<file path="src/rtl/muldiv_sequencer.sv">
// muldiv_sequencer: sequences the shared multiplier and divider for the multicycle CPU.
// Latency: 4 cycles from request to IDLE when ready returns in the first RUN cycle
//   (START, RUN, WB, then IDLE). Longer if the unit is slow; aborts after TIMEOUT_CYCLES RUN cycles.
// Backpressure: none. Requests are sampled only in IDLE. Requests that arrive while busy are
//   dropped, not queued. The control unit waits for done, div_zero_exc or timeout_err.
//
// Ports:
//   clk, reset                 rising-edge clock, synchronous active-high reset
//   req_mult, req_div          one-cycle-sampled requests (MULT has priority)
//   op_a, op_b                 operands, latched into unit_a/unit_b on acceptance
//   unit_a, unit_b             stable operands to the arithmetic units
//   mult_start, div_start      one-cycle start pulses
//   mult_ready/hi/lo           multiplier result handshake
//   div_ready/hi/lo            divider result handshake (hi = remainder, lo = quotient)
//   hi_out, lo_out, hi_wr, lo_wr   HI/LO write port; data persists between operations
//   busy, done                 status; done pulses together with the HI/LO write
//   div_zero_exc, timeout_err  one-cycle error pulses

module muldiv_sequencer #(
  parameter int TIMEOUT_CYCLES = 64,
  parameter int CNT_W          = 7
) (
  input  logic        clk,
  input  logic        reset,
  input  logic        req_mult,
  input  logic        req_div,
  input  logic [31:0] op_a,
  input  logic [31:0] op_b,
  output logic [31:0] unit_a,
  output logic [31:0] unit_b,
  output logic        mult_start,
  output logic        div_start,
  input  logic        mult_ready,
  input  logic [31:0] mult_hi,
  input  logic [31:0] mult_lo,
  input  logic        div_ready,
  input  logic [31:0] div_hi,
  input  logic [31:0] div_lo,
  output logic [31:0] hi_out,
  output logic [31:0] lo_out,
  output logic        hi_wr,
  output logic        lo_wr,
  output logic        busy,
  output logic        done,
  output logic        div_zero_exc,
  output logic        timeout_err
);

  typedef enum logic [2:0] {
    IDLE    = 3'd0,
    START_M = 3'd1,
    START_D = 3'd2,
    RUN_M   = 3'd3,
    RUN_D   = 3'd4,
    WB      = 3'd5,
    EXC     = 3'd6
  } state_t;

  localparam logic [CNT_W-1:0] CNT_LIMIT = CNT_W'(TIMEOUT_CYCLES);
  localparam logic [CNT_W-1:0] CNT_MAX   = {CNT_W{1'b1}};

  state_t           state;
  logic [CNT_W-1:0] cnt;

  // Only the unit selected by the current RUN state is observed; the
  // other unit's handshake is ignored entirely.
  logic             run_ready;
  logic [31:0]      run_hi;
  logic [31:0]      run_lo;
  logic [CNT_W-1:0] cnt_inc;

  always_comb begin
    run_ready = 1'b0;
    run_hi    = 32'd0;
    run_lo    = 32'd0;
    if (state == RUN_M) begin
      run_ready = mult_ready;
      run_hi    = mult_hi;
      run_lo    = mult_lo;
    end else if (state == RUN_D) begin
      run_ready = div_ready;
      run_hi    = div_hi;
      run_lo    = div_lo;
    end
  end

  // Saturating increment: the counter must never wrap back below the limit.
  always_comb begin
    cnt_inc = cnt;
    if (cnt != CNT_MAX) begin
      cnt_inc = cnt + 1'b1;
    end
  end

  // Every output is a register written alongside the state transition, so
  // each pulse lines up with the state it belongs to (mult_start during
  // START_M, done during WB, and so on).
  always_ff @(posedge clk) begin
    if (reset) begin
      state        <= IDLE;
      cnt          <= '0;
      unit_a       <= 32'd0;
      unit_b       <= 32'd0;
      mult_start   <= 1'b0;
      div_start    <= 1'b0;
      hi_out       <= 32'd0;
      lo_out       <= 32'd0;
      hi_wr        <= 1'b0;
      lo_wr        <= 1'b0;
      busy         <= 1'b0;
      done         <= 1'b0;
      div_zero_exc <= 1'b0;
      timeout_err  <= 1'b0;
    end else begin
      // Pulse outputs default low; the branches below raise them for one cycle.
      mult_start   <= 1'b0;
      div_start    <= 1'b0;
      hi_wr        <= 1'b0;
      lo_wr        <= 1'b0;
      done         <= 1'b0;
      div_zero_exc <= 1'b0;
      timeout_err  <= 1'b0;

      case (state)
        IDLE: begin
          if (req_mult) begin
            // MULT has priority; a simultaneous DIV request is dropped.
            unit_a     <= op_a;
            unit_b     <= op_b;
            mult_start <= 1'b1;
            busy       <= 1'b1;
            state      <= START_M;
          end else if (req_div) begin
            if (op_b != 32'd0) begin
              unit_a    <= op_a;
              unit_b    <= op_b;
              div_start <= 1'b1;
              busy      <= 1'b1;
              state     <= START_D;
            end else begin
              // Divide-by-zero is screened here so the divider never starts.
              div_zero_exc <= 1'b1;
              busy         <= 1'b1;
              state        <= EXC;
            end
          end
        end

        START_M: begin
          cnt   <= '0;
          state <= RUN_M;
        end

        START_D: begin
          cnt   <= '0;
          state <= RUN_D;
        end

        RUN_M, RUN_D: begin
          if (run_ready) begin
            // A ready on the same edge as the timeout still completes.
            hi_out <= run_hi;
            lo_out <= run_lo;
            hi_wr  <= 1'b1;
            lo_wr  <= 1'b1;
            done   <= 1'b1;
            state  <= WB;
          end else begin
            cnt <= cnt_inc;
            if (cnt_inc >= CNT_LIMIT) begin
              timeout_err <= 1'b1;
              busy        <= 1'b0;
              state       <= IDLE;
            end
          end
        end

        WB: begin
          busy  <= 1'b0;
          state <= IDLE;
        end

        EXC: begin
          busy  <= 1'b0;
          state <= IDLE;
        end

        default: begin
          busy  <= 1'b0;
          state <= IDLE;
        end
      endcase
    end
  end

endmodule

</file>
<file path="config.mk">
export PLATFORM = sky130hd
export DESIGN_NAME = muldiv_sequencer
export DESIGN_NICKNAME = d
export VERILOG_FILES = /design/src/rtl/muldiv_sequencer.sv
export SDC_FILE = /design/constraint.sdc
export NUM_CORES = 1
export LEC_CHECK = 0
export CORE_MARGIN = 2
export CORE_UTILIZATION = 40
export CTS_CLUSTER_DIAMETER = 200
export DETAILED_ROUTE_END_ITERATION = 12
export PLACE_DENSITY = 0.79
export SKIP_CTS_REPAIR_TIMING = 1
export SYNTH_ARGS = -nofsm -noshare
export SYNTH_HDL_FRONTEND = slang
export SYNTH_SLANG_ARGS = --single-unit
</file>
<file path="constraint.sdc">
create_clock -name clk -period 2.4 [get_ports clk]
set_input_delay 0.24 -clock clk [delete_from_list [all_inputs] [get_ports clk]]
set_output_delay 0.24 -clock clk [all_outputs]
set_load 0.02 [all_outputs]
</file>
==> summary.txt, run 1 <==
Outcome: complete, no violations
Mapped Nets: 900
Maximum Capacitance Violations: 0
Routed wl met3: 2149 microns
Via density per instance: 5.448
Number of global-route vias before repair: 6,374
Clock tree from TritonCTS: done
Final cycle utilization of the critical path: 88.76%
Clock root cell: sky130_fd_sc_hd__clkbuf_16
Xor and xnor area share after synthesis: 0.1389%
Die extent in x: 129.6 microns
HPWL reported at the end of detailed placement: 15,350 microns
WL met2: 10,990 microns
Transition time at the pin with the least slew margin: 829.8 ps
Synth unique cells: 41
Area enclosed by the die boundary: 16,790 sq um
Antenna violations before repair: 1
Crit start category: flop
Worst setup path class: reg2reg
Post-route DRC violation count: 0
Combinational family with the most area after synthesis: compound AO/OA/AOI/OAI gates
Fraction of power consumed by the clock network: 32.9%
Clock transition at the registers of the reported paths: 60 ps
Maximum vdd drop: 0.4733 mV
Level count of the clock H-tree: 4
Final worst path period need: 2130 ps
Instance count of the mapped netlist: 701
Warnings from Yosys: 0
Switching part of the total: 30.93%
Number of standard cells in the layout, taps in and fillers out: 1,226
Element type at the critical path end: flop
Placed Cells: 1,193
Global-route wire length before repair: 33,400 microns
Setup TNS Final: 0 ps
Initial DRC Count: 474
Max-slew headroom at the worst pin: 44.62%
Total iterations of the first detailed-routing run: 5
Number of buffers added by the clock tree synthesis step: 17
Synth Cell Area: 6306 sq um
Num Clock Sinks: 144
IO Count: 334
Fraction of the mapped netlist area in compound gates: 22.30%
Final setup violation count: 0
Die H: 129.6 microns
Total chip power: 8.501 mW
Post-route setup slack: 269.6 ps
Fraction of layout instances using a drive strength above 1: 6.213%
Post-DP Area: 9818 sq um
Initial Util: 41.18%
Rows: 45
Total overflow reported by the global router: 0
Standby leakage power: 3.739 nW
Clock Tree Buf Depth: 2
Sequential share of the synthesized area: 45.71%
Routed len/inst: 18.05 microns
Seq pwr share: 34.8%
Core region area: 15,310 sq um
Final number of hold-violating endpoints: 0
Max layer used: met4
CP arrival: 2470 ps
Unrepaired setup endpoints after global routing: false
Critical path peak fanout: 20
Number of storage elements in the synthesis netlist: 144
Mean post-synth cell area: 8.996 sq um
Hold slack: 122.9 ps
Worst skew pair latency: 420 ps
Final weighted congestion in routability-driven placement: 0.8457
Max incr delay on CP: 640 ps
Final Routed Wirelength: 22,130 microns
Count of input and output buffers: 333
Post-synthesis mux area share: 5.079%
Final Max Tran Viols: 0
CP cell instances: nor3_1 > and2_1 > nor2_2 > buf_4 > a32oi_1 > o21ai_0
Slowest-stage cell, CP: sky130_fd_sc_hd__nor2_2
Routed metal-1 wire length: 8541 microns
Share of synthesized cell area in and, or, nand and nor gates: 21.39%
GR Util All Layers: 25.42%
Setup skew after layout: 9.298 ps
Kind of path behind the tightest hold check: in2reg
Total number of vias: 6,679
Area growth from synthesis to layout: 65.62%
Post-route core utilization: 68.19%
Final design instance area without fill: 10,440 sq um
Count of antenna-violating nets left after detailed routing: 0
Maximum number of pins on one net before global-route repair: 95
Post-synthesis adder-cell area fraction: 0.1984%
Fmax: 469.4 MHz
Setup WS pre-CTS: 152.9 ps
Part of the power in combinational logic: 32.3%
Power per cell area: 814.0 nW/um^2
Buffering stage count on the worst path with inverters included: 1
Layout Nets: 1,200
Psw: 2.629 mW
Family with the most delay on the worst path: simple AND/OR/NAND/NOR gates
Required time of the critical path: 2740 ps
Internal Power: 5.872 mW
[cell usage in the layout (no fill, tap or decap), types with 2 or more instances in the layout]
cell	n
sky130_fd_sc_hd__nand2_1	10
sky130_fd_sc_hd__buf_12	4
sky130_fd_sc_hd__o31ai_1	2
sky130_fd_sc_hd__nor3b_1	2
sky130_fd_sc_hd__or3_1	3
sky130_fd_sc_hd__a221oi_1	64
sky130_fd_sc_hd__clkinv_2	3
sky130_fd_sc_hd__bufinv_16	4
sky130_fd_sc_hd__nand2b_1	68
sky130_fd_sc_hd__nor4_1	11
sky130_fd_sc_hd__and3_1	2
sky130_fd_sc_hd__a21oi_1	6
sky130_fd_sc_hd__nor3_1	67
sky130_fd_sc_hd__a22oi_1	33
sky130_fd_sc_hd__a31oi_1	2
sky130_fd_sc_hd__nand3_1	4
sky130_fd_sc_hd__clkbuf_1	3
sky130_fd_sc_hd__nor2_2	2
sky130_fd_sc_hd__clkdlybuf4s50_1	332
sky130_fd_sc_hd__clkinvlp_4	2
sky130_fd_sc_hd__clkbuf_16	17
sky130_fd_sc_hd__nor2b_1	3
sky130_fd_sc_hd__clkbuf_8	2
sky130_fd_sc_hd__a32oi_1	32
sky130_fd_sc_hd__nand3b_1	2
sky130_fd_sc_hd__o21ai_0	35
sky130_fd_sc_hd__o211ai_1	3
sky130_fd_sc_hd__nor2_1	79
sky130_fd_sc_hd__dfxtp_1	144
sky130_fd_sc_hd__buf_4	17
sky130_fd_sc_hd__mux2i_1	32
sky130_fd_sc_hd__inv_1	5
[kinds of logic after synthesis]
logic type / after synthesis
adder cells (fa/ha/maj): 1
AO/OA/AOI/OAI: 185
multiplexers: 32
AND/OR/NAND/NOR: 261
XOR/XNOR: 1
buffers and inverters: 77
flip-flops: 144
[power by group through the flow]
stage               Clock [mW]  Combinational, mW  Sequential, mW
floorplan                    0               1.03            3.38
global placement             0               2.72            2.99
detailed placement           0               2.74            3.01
CTS                       2.84               2.76            2.96
global route              2.94               2.95            3.01
finish                    2.80               2.75            2.96
[cell type report]
type | count | area [sq um]
Sequential cell | 144 | 2883
Clock inverter | 10 | 158.9
Timing Repair Buffer | 353 | 3531
Inverter | 5 | 18.77
Fill cell | 1302 | 4871
Multi-Input combinational cell | 480 | 3122
Clock buffer | 22 | 464.2
Antenna cell | 1 | 2.502
Tap cell | 211 | 264.0
[Yosys cell counts]
cell type                   number  area (sq um)
sky130_fd_sc_hd__dfxtp_1       144          2883
sky130_fd_sc_hd__nor4_4          1         21.27
sky130_fd_sc_hd__and4bb_2        1         12.51
sky130_fd_sc_hd__and3_1          2         12.51
sky130_fd_sc_hd__o2bb2ai_1       1         8.760
sky130_fd_sc_hd__nor2b_1         3         18.77
sky130_fd_sc_hd__a21oi_1         6         30.03
sky130_fd_sc_hd__buf_6           3         33.78
sky130_fd_sc_hd__nand2b_1       68         425.4
sky130_fd_sc_hd__a31o_2          1         8.760
sky130_fd_sc_hd__clkbuf_1       58         217.7
sky130_fd_sc_hd__inv_1           5         18.77
sky130_fd_sc_hd__o21ai_0        35         175.2
sky130_fd_sc_hd__xor2_1          1         8.760
sky130_fd_sc_hd__nand3b_1        2         15.01
sky130_fd_sc_hd__mux2i_1        32         320.3
sky130_fd_sc_hd__o21a_1          2         15.01
sky130_fd_sc_hd__ha_1            1         12.51
sky130_fd_sc_hd__nor3b_1         2         15.01
sky130_fd_sc_hd__a22oi_1        34         255.2
sky130_fd_sc_hd__nor3_1         67         335.3
sky130_fd_sc_hd__nand3_1         4         20.02
sky130_fd_sc_hd__buf_4           3         22.52
sky130_fd_sc_hd__a22o_1          1         8.760
sky130_fd_sc_hd__o31ai_1         2         15.01
sky130_fd_sc_hd__nor2_1         82         307.8
sky130_fd_sc_hd__buf_2           3         15.01
sky130_fd_sc_hd__o21ai_1         1         5.000
sky130_fd_sc_hd__or3_1           3         18.77
sky130_fd_sc_hd__and2_1          2         12.51
sky130_fd_sc_hd__or2_2           1         6.260
sky130_fd_sc_hd__a2111oi_0       1         8.760
sky130_fd_sc_hd__a31oi_1         2         12.51
sky130_fd_sc_hd__buf_1           5         18.77
sky130_fd_sc_hd__o211ai_1        3         22.52
sky130_fd_sc_hd__nand2_1        10         37.54
sky130_fd_sc_hd__nand4_1         1         6.260
sky130_fd_sc_hd__a221oi_1       64         560.5
sky130_fd_sc_hd__nor4_1         11         68.82
sky130_fd_sc_hd__nor4b_2         1         15.01
sky130_fd_sc_hd__a32oi_1        32         280.3
[worst paths after layout]
kind                            startpoint    endpoint  slack (ps)  cells past startpoint
worst min register to register  unit_a[15]  unit_a[15]         470                      2
worst max register to register    state[0]  unit_b[27]         270                      6
worst max-delay path              state[0]  unit_b[27]         270                      6
worst min-delay path                 reset    state[1]         120                      2
[state kept, by name, indices dropped and copies added (netlist names), 3 cells and up]
name    count
cnt         7
hi_out     32
lo_out     32
state       3
unit_a     32
unit_b     32
[per-layer routing]
layer | track usage (%) | vias up
li1 | - | 3236
met1 | 29.93 | 3132
met2 | 42.65 | 283
met3 | 9.414 | 28
met4 | 8.918 | 0
met5 | 0 | -
No activity file was read; power rests on OpenSTA's default activity.
==> run 2, diff against run 1 <==
==> constraint.sdc (replaced) <==
create_clock -name clk -period 2 [get_ports clk]
set_input_delay 0.2 -clock clk [delete_from_list [all_inputs] [get_ports clk]]
set_output_delay 0.2 -clock clk [all_outputs]
set_load 0.02 [all_outputs]
==> summary.txt, run 2 (synthesis gave the netlist of run 1 again) <==
Outcome: complete, no violations
Num Clock Sinks: 144 (unchanged)
Rows: 45 (unchanged)
Crit start category: flop
Number of global-route vias before repair: 6,505 (+2.1%)
IO Count: 334 (unchanged)
Final Routed Wirelength: 22,430 microns (+1.4%)
Unrepaired setup endpoints after global routing: false
Layout Nets: 1,238 (+3.2%)
Maximum number of pins on one net before global-route repair: 164 (+73%)
Maximum Capacitance Violations: 0 (unchanged)
Initial Util: 41.18% (unchanged)
Max incr delay on CP: 370 ps (-270 ps)
Filler instances: 1,250 (-4.0%)
Count of antenna-violating nets left after detailed routing: 0 (unchanged)
Critical path peak fanout: 5 (-75%)
Kind of path behind the tightest hold check: in2reg
Final worst path period need: 1870 ps (-260.2 ps)
Maximum vdd drop: 0.6504 mV (+37%)
Total chip power: 9.939 mW (+17%)
Required time of the critical path: 2360 ps (-380 ps)
Final weighted congestion in routability-driven placement: 0.8557 (+1.2%)
Final cycle utilization of the critical path: 93.51% (+4.7 points)
Standby leakage power: 3.906 nW (+4.5%)
Final design instance area without fill: 10,710 sq um (+2.5%)
Instance count on the critical path: 7 (+1)
Die H: 129.6 microns (unchanged)
Element type at the critical path end: flop
Clock Tree Buf Depth: 2 (unchanged)
Level count of the clock H-tree: 4 (unchanged)
Worst setup path class: reg2reg
Routed len/inst: 17.78 microns (-1.5%)
Total iterations of the first detailed-routing run: 5 (unchanged)
Final Max Tran Viols: 0 (unchanged)
Via density per instance: 5.433 (-0.26%)
CP cell instances: ha_1 > and3_1 > a31o_2 > nor3_1 > o31ai_1 > a2111oi_2 > buf_4
Total overflow reported by the global router: 0 (unchanged)
Post-DP Area: 10,150 sq um (+3.4%)
Worst skew pair latency: 410 ps (about the same)
Max-slew headroom at the worst pin: 51.15% (+6.5 points)
Area growth from synthesis to layout: 69.76%
Area enclosed by the die boundary: 16,790 sq um (unchanged)
CP arrival: 2230 ps (-240 ps)
Clock tree from TritonCTS: done
Global-route wire length before repair: 33,980 microns (+1.7%)
Slowest-stage cell, CP: sky130_fd_sc_hd__a2111oi_2
Setup skew after layout: 5.537 ps (-3.762 ps)
Clock transition at the registers of the reported paths: 60 ps (about the same)
Family with the most delay on the worst path: compound AO/OA/AOI/OAI gates
Final setup violation count: 0 (unchanged)
Post-route core utilization: 69.90% (+1.7 points)
Fmax: 534.7 MHz (+14%)
Antenna violations before repair: 1 (unchanged)
Number of cells traversed by the worst register-to-register path: 7 (+1)
Setup TNS Final: 0 ps (unchanged)
Final number of hold-violating endpoints: 0 (unchanged)
Number of buffers added by the clock tree synthesis step: 17 (unchanged)
Die extent in x: 129.6 microns (unchanged)
Core region area: 15,310 sq um (unchanged)
Count of input and output buffers: 333 (unchanged)
Transition time at the pin with the least slew margin: 731.9 ps (-97.87 ps)
Commonest cells after routing, fill and taps aside: sky130_fd_sc_hd__clkdlybuf4s50_1, sky130_fd_sc_hd__dfxtp_1, sky130_fd_sc_hd__nor2_1, sky130_fd_sc_hd__nand2b_1, sky130_fd_sc_hd__nor3_1
Fraction of layout instances using a drive strength above 1: 9.429% (+3.2 points)
Post-route DRC violation count: 0 (unchanged)
Initial DRC Count: 433 (-8.6%)
Most frequent standard cell in the layout excluding fill and tap cells: sky130_fd_sc_hd__clkdlybuf4s50_1
Hold path cells: 2 (unchanged)
Total number of vias: 6,857 (+2.7%)
Buffering stage count on the worst path with inverters included: 1 (unchanged)
Clock root cell: sky130_fd_sc_hd__clkbuf_16
GR Util All Layers: 25.74% (+0.32 points)
Power per cell area: 928.4 nW/um^2 (+14%)
HPWL reported at the end of detailed placement: 15,690 microns (+2.2%)
## run 2: final cells by class
| class | count | area [sq um] | share of cell area, % |
|---|---|---|---|
| Clock buffer | 25 | 485.5 | 4.535 |
| Inverter | 5 | 18.77 | 0.1753 |
| Timing Repair Buffer | 391 | 3866 | 36.11 |
| Multi-Input combinational cell | 480 | 3128 | 29.22 |
| Tap cell | 211 | 264.0 | 2.466 |
| Sequential cell | 144 | 2884 | 26.94 |
| Clock inverter | 5 | 56.30 | 0.5259 |
| Antenna cell | 1 | 2.502 | 0.02338 |
## run 2: final timing paths
kind,slack [ps],from,endpoint
max,130,cnt[0],busy
max reg2reg,130,cnt[0],busy
min reg2reg,470,unit_a[26],unit_a[26]
min,110,reset,state[1]
## run 2: through the flow
stage / hold WS [ps] / worst slack (ps) / cells
after global routing: 105.4 / 20.43 / 1262
after detailed placement: 465.2 / -236.2 / 1231
final: 106.5 / 129.9 / 1262
after CTS: 78.17 / 46.14 / 1261
after global placement: 459.8 / -213.6 / 1231
after floorplan: 319.2 / 300.4 / 701
## run 2: metal layers
layer	wire [microns]	global-route usage (%)	vias to the layer above
li1	-	-	3305
met1	8839	30.08	3223
met2	10900	42.75	285
met3	2059	9.207	44
met4	635	10.94	0
met5	0	0	-
## run 2: worst register-to-register path: stages, from the launching register on
cell and delay, ps:
sky130_fd_sc_hd__dfxtp_1 330, sky130_fd_sc_hd__ha_1 230, sky130_fd_sc_hd__and3_1 210, sky130_fd_sc_hd__a31o_2 290
sky130_fd_sc_hd__nor3_1 140, sky130_fd_sc_hd__o31ai_1 90, sky130_fd_sc_hd__a2111oi_2 370, sky130_fd_sc_hd__buf_4 160
## run 2: report_power, final
part,switching [mW],total [mW],internal (mW)
Sequential,0.259,3.55,3.29
Clock,1.16,2.95,1.79
Combinational,1.72,3.44,1.72
Total,3.13,9.94,6.81
==> run 3, diff against run 2 <==
--- a/config.mk
+++ b/config.mk
@@ -7,7 +7,7 @@
 export LEC_CHECK = 0
 export CORE_MARGIN = 2
 export CORE_UTILIZATION = 40
-export CTS_CLUSTER_DIAMETER = 200
+export CTS_CLUSTER_DIAMETER = 150
 export DETAILED_ROUTE_END_ITERATION = 12
 export PLACE_DENSITY = 0.79
 export SKIP_CTS_REPAIR_TIMING = 1
==> results of run 3 <==
Final layout, timing and power as in run 2 (identical DEF).
